$ cat config.mk
export PLATFORM = sky130hd
export DESIGN_NAME = mc_mem_unit
export DESIGN_NICKNAME = d
export VERILOG_FILES = /design/src/rtl/mc_mem_unit.sv
export SDC_FILE = /design/constraint.sdc
export NUM_CORES = 1
export LEC_CHECK = 0
export CORE_MARGIN = 5
export CORE_UTILIZATION = 25
export CTS_CLUSTER_SIZE = 28
export DETAILED_ROUTE_END_ITERATION = 8
export PLACE_DENSITY_LB_ADDON = 0.25
export SKIP_CTS_REPAIR_TIMING = 1
export SLEW_MARGIN = 0
export SYNTH_ARGS = -nofsm -noshare
export SYNTH_HDL_FRONTEND = slang
export SYNTH_SLANG_ARGS = --single-unit
$ cat constraint.sdc
create_clock -name clk -period 4.7 [get_ports clk]
set_clock_uncertainty 0.05 [all_clocks]
set_input_delay 1.41 -clock clk [delete_from_list [all_inputs] [get_ports clk]]
set_output_delay 1.41 -clock clk [all_outputs]
set_load 0.01 [all_outputs]
$ cat src/rtl/mc_mem_unit.sv
// Memory-access front end for the multicycle core: owns PC, IR and data register and
// arbitrates fetch vs. load/store onto one req/ready memory port with timeout and alignment checks.
module mc_mem_unit #(
    parameter int                XLEN     = 32,
    parameter int                ADDR_W   = 32,
    parameter logic [ADDR_W-1:0] RESET_PC = '0,
    parameter int                MAX_WAIT = 15,
    parameter int                AUTO_INC = 1
) (
    input  logic              clk,
    input  logic              reset_n,
    input  logic              fetch_req,
    input  logic              data_req,
    input  logic              data_we,
    input  logic [ADDR_W-1:0] data_addr,
    input  logic [XLEN-1:0]   data_wdata,
    input  logic              pc_we,
    input  logic [ADDR_W-1:0] pc_next,
    input  logic              err_clr,
    output logic [ADDR_W-1:0] pc,
    output logic [XLEN-1:0]   inst,
    output logic [XLEN-1:0]   read_data,
    output logic              busy,
    output logic              done,
    output logic              err,
    output logic              mem_req,
    output logic              mem_we,
    output logic [ADDR_W-1:0] mem_addr,
    output logic [XLEN-1:0]   mem_wdata,
    input  logic [XLEN-1:0]   mem_rdata,
    input  logic              mem_ready
);
    localparam int BYTES = XLEN / 8;
    localparam int LSB   = $clog2(BYTES);
    localparam int CW    = $clog2(MAX_WAIT + 1);

    typedef enum logic [2:0] {IDLE, FETCH, LOAD, STORE, ERR} state_t;

    state_t        state, state_nx;
    logic [CW-1:0] wait_cnt;
    logic          active, xfer_done, timeout, misaligned, data_start;

    assign active     = (state == FETCH) || (state == LOAD) || (state == STORE);
    assign xfer_done  = active && mem_ready;
    assign timeout    = active && !mem_ready && (wait_cnt == CW'(MAX_WAIT - 1));
    assign misaligned = (data_addr[LSB-1:0] != '0);
    assign data_start = (state == IDLE) && !fetch_req && data_req;

    always_comb begin
        state_nx = state;
        mem_req  = 1'b0;
        mem_we   = 1'b0;
        busy     = (state != IDLE);
        case (state)
            IDLE: begin
                if (fetch_req)
                    state_nx = FETCH;
                else if (data_req)
                    state_nx = misaligned ? ERR : (data_we ? STORE : LOAD);
            end
            FETCH, LOAD, STORE: begin
                mem_req = 1'b1;
                mem_we  = (state == STORE);
                if (mem_ready)
                    state_nx = IDLE;
                else if (timeout)
                    state_nx = ERR;
            end
            ERR: begin
                if (err_clr)
                    state_nx = IDLE;
            end
            default: state_nx = IDLE;
        endcase
    end

    always_ff @(posedge clk or negedge reset_n) begin
        if (!reset_n) begin
            state     <= IDLE;
            pc        <= RESET_PC;
            inst      <= '0;
            read_data <= '0;
            mem_addr  <= '0;
            mem_wdata <= '0;
            done      <= 1'b0;
            err       <= 1'b0;
            wait_cnt  <= '0;
        end else begin
            state <= state_nx;
            done  <= xfer_done;

            // Address/data are latched once at the start so the port stays stable.
            if (state == IDLE && fetch_req)
                mem_addr <= pc;
            else if (data_start && !misaligned) begin
                mem_addr  <= data_addr;
                mem_wdata <= data_wdata;
            end

            if (active && !mem_ready)
                wait_cnt <= timeout ? '0 : wait_cnt + 1'b1;
            else
                wait_cnt <= '0;

            if (state == FETCH && mem_ready)
                inst <= mem_rdata;
            if (state == LOAD && mem_ready)
                read_data <= mem_rdata;

            if (pc_we)
                pc <= pc_next;
            else if (AUTO_INC != 0 && state == FETCH && mem_ready)
                pc <= pc + ADDR_W'(BYTES);

            if ((data_start && misaligned) || timeout)
                err <= 1'b1;
            else if (state == ERR && err_clr)
                err <= 1'b0;
        end
    end
endmodule
==> metrics.yaml <==
status: "completed"
dr.pass1.iters: 4
crit_arrival_ns: 2.05
drt-wirelength-per-cell_microns: 17.2
clkTransAtPathRegs_ns: 0.07
syn_to_final_growth_pct: 57.0
nets: 1162
cp.required_ns: 3.24
gp_congestion: 0.773
totalWireLength_mm: 24.5
cts_tree: "built"
dp_cells: 1388
ioPinCount: 301
slew_headroom: 0.494
synthCells: 729
setup.worst_path.end_class: "output port"
place_ws_ns: 1.03
syn_area_sq_um: 7190
first_global_vias: 6563
start_util: 0.252
hold_viol: 0
tns_ns: 0
syn_nets: 868
finalNonFillerCells: 1424
grt_pass1_wl_mm: 39.4
crit_type: "flop to output port"
regArea_sq_um: 4230
utilization: 0.395
grt_max_degree: 78
fin_crit_sh: 0.748
startpoint_type: "flop"
cap_violations: 0
slew_violations: 0
grt_antenna_before_repair: 5
port_buffers: 300
irDropWorstVdd_mv: 0.204
insertion_delay_ns: 0.42
fp.coreArea_sq_um: 28500
power.density_nw_per_um2: 558
post-route-min-period_ns: 3.51
synth_edf_count: 0
dieArea_sq_um: 32200
dr_total_vias: 6282
synth_warnings: 0
drt_first_iter_violations: 308
track_usage: 0.152
ys_types: 39
synth-seq-area-share: 0.588
synth_seq_cells: 169
dpl.hpwl_mm: 17.6
max_freq_mhz: 285
r2r_setup_slack_ns: 2.32
overflow: 0
cts_buffers: 17
rsz0062_at_grt: "false"
finalPower_mw: 6.30
ctsRootBufferMaster: "clkbuf_16"
async_flop_share: 1.00
layout_setup_ws_ns: 1.19
cts_buffer_depth: 2
dieWidth_microns: 180
hp-class: "flop to flop"
clock-sinks: 169
yosys.area.top_type: "dfrtp_1"
yosys_most_used_dff: "dfrtp_1"
std_cell_rows: 62
drive_gt1_frac: 0.0898
finalSetupViolCount: 0
netlist.area_leader.share: 0.588
multi_input_area_sq_um: 2770
viasPerCell: 4.41
synth.avg_cell_area_sq_um: 9.86
synth_area_leaders: "dfrtp_1 (59%), nand2_1 (14%), mux2_2 (5.5%), a22oi_1 (2.5%), or4_1 (2.0%)"
ant_nets: 0
leakage_nw: 4.97
crit_path_max_fanout: 8
die_y_microns: 180
num-fill-cells: 2938
cts_max_level: 4
tightest_slew_ns: 0.759
drc: 0
critical path, cell delays in order (launching register included):
cell             delay (ns)
dfrtp_1                0.47
nor2_1                 0.45
nand2_1                0.15
clkdlybuf4s50_1        0.56
layout by cell type, fill, tap and decap left out, types with 3 or more instances in the layout:
cell type,n
dfrtp_1,169
buf_4,16
clkdlybuf4s50_1,299
nand2_1,275
ha_1,3
mux2i_1,8
xnor2_1,4
nand4_1,6
or3_1,3
o21ai_0,20
or4_1,19
clkbuf_16,17
a31oi_1,18
nor2_1,27
inv_6,6
nand3_1,17
and3_1,5
clkinv_8,3
diode_2,4
xor2_1,6
inv_1,8
mux2_2,35
a22oi_1,24
o31ai_1,15
o211ai_1,4
state kept, by name, summed over array words and instances (netlist names):
signal / cells
done: 1
pc: 32
mem_wdata: 32
mem_addr: 32
state: 3
err: 1
inst: 32
read_data: 32
wait_cnt: 4
cell usage after synthesis, types with 8 or more instances:
cell type / instances
nor2_1: 27
mux2i_1: 8
clkbuf_1: 23
buf_2: 12
o21ai_0: 20
or4_1: 19
nand3_1: 18
mux2_2: 35
inv_1: 8
a22oi_1: 24
nand2_1: 275
o31ai_1: 15
dfrtp_1: 169
a31oi_1: 19
metrics by stage:
| step | area, sq um | hold slack [ns] |
|---|---|---|
| 4_1_cts | 11300 | 0.428 |
| 2_1_floorplan | 7190 | 0.404 |
| 5_1_grt | 11300 | 0.449 |
| 3_5_place_dp | 10700 | 0.411 |
| 3_3_place_gp | 10700 | 0.407 |
| 6_report | 11300 | 0.423 |
report_power, final:
group	switching, mW	internal (mW)	total (mW)	leakage [nW]
clock network	0.690	0.816	1.51	0.298
registers	0.338	2.01	2.35	2.09
logic	1.08	1.36	2.45	2.58
total	2.11	4.19	6.30	4.97
per-layer routing:
metal,wire [microns],part of all wire,GRT usage,vias to the layer above
li1,-,-,-,3073
met1,10600,0.43,0.193,3025
met2,12200,0.50,0.251,160
met3,1260,0.051,0.0408,22
met4,437,0.018,0.0543,2
met5,13,0.00053,0,-
layout make-up:
class                   instances  area share
clock buffers                  17      0.0377
diodes                          4    0.000887
flip-flops and latches        169       0.375
clock inverters                15      0.0176
inverters                       8     0.00266
well taps                     384      0.0426
repair buffers                317       0.279
multi-input cells             510       0.245
logic make-up (layout without fill, tap and decap cells):
family	count (synthesis)	count (layout)	share of synthesized area
xor gates and xnor gates	10	10	0.0122
muxes	43	43	0.0660
DFF	169	169	0.588
and+or+nand+nor	366	366	0.217
adders and majority gates	3	3	0.00522
buffers and inverters	50	357	0.0301
AOI/OAI and AO/OA	88	88	0.0811
other	0	4	0
path summary, 6_finish.rpt:
check | startpoint | endpoint | cells past startpoint
worst max-delay path | state[0] | busy | 3
worst min-delay path | mem_addr[25] | mem_addr[25] | 2
worst max register to register | state[2] | mem_wdata[29] | 5
worst min register to register | mem_addr[25] | mem_addr[25] | 2
max in group asynchronous | reset_n | mem_wdata[28] | 2
min in group asynchronous | reset_n | read_data[16] | 1
(Power assumes the default switching activity.)
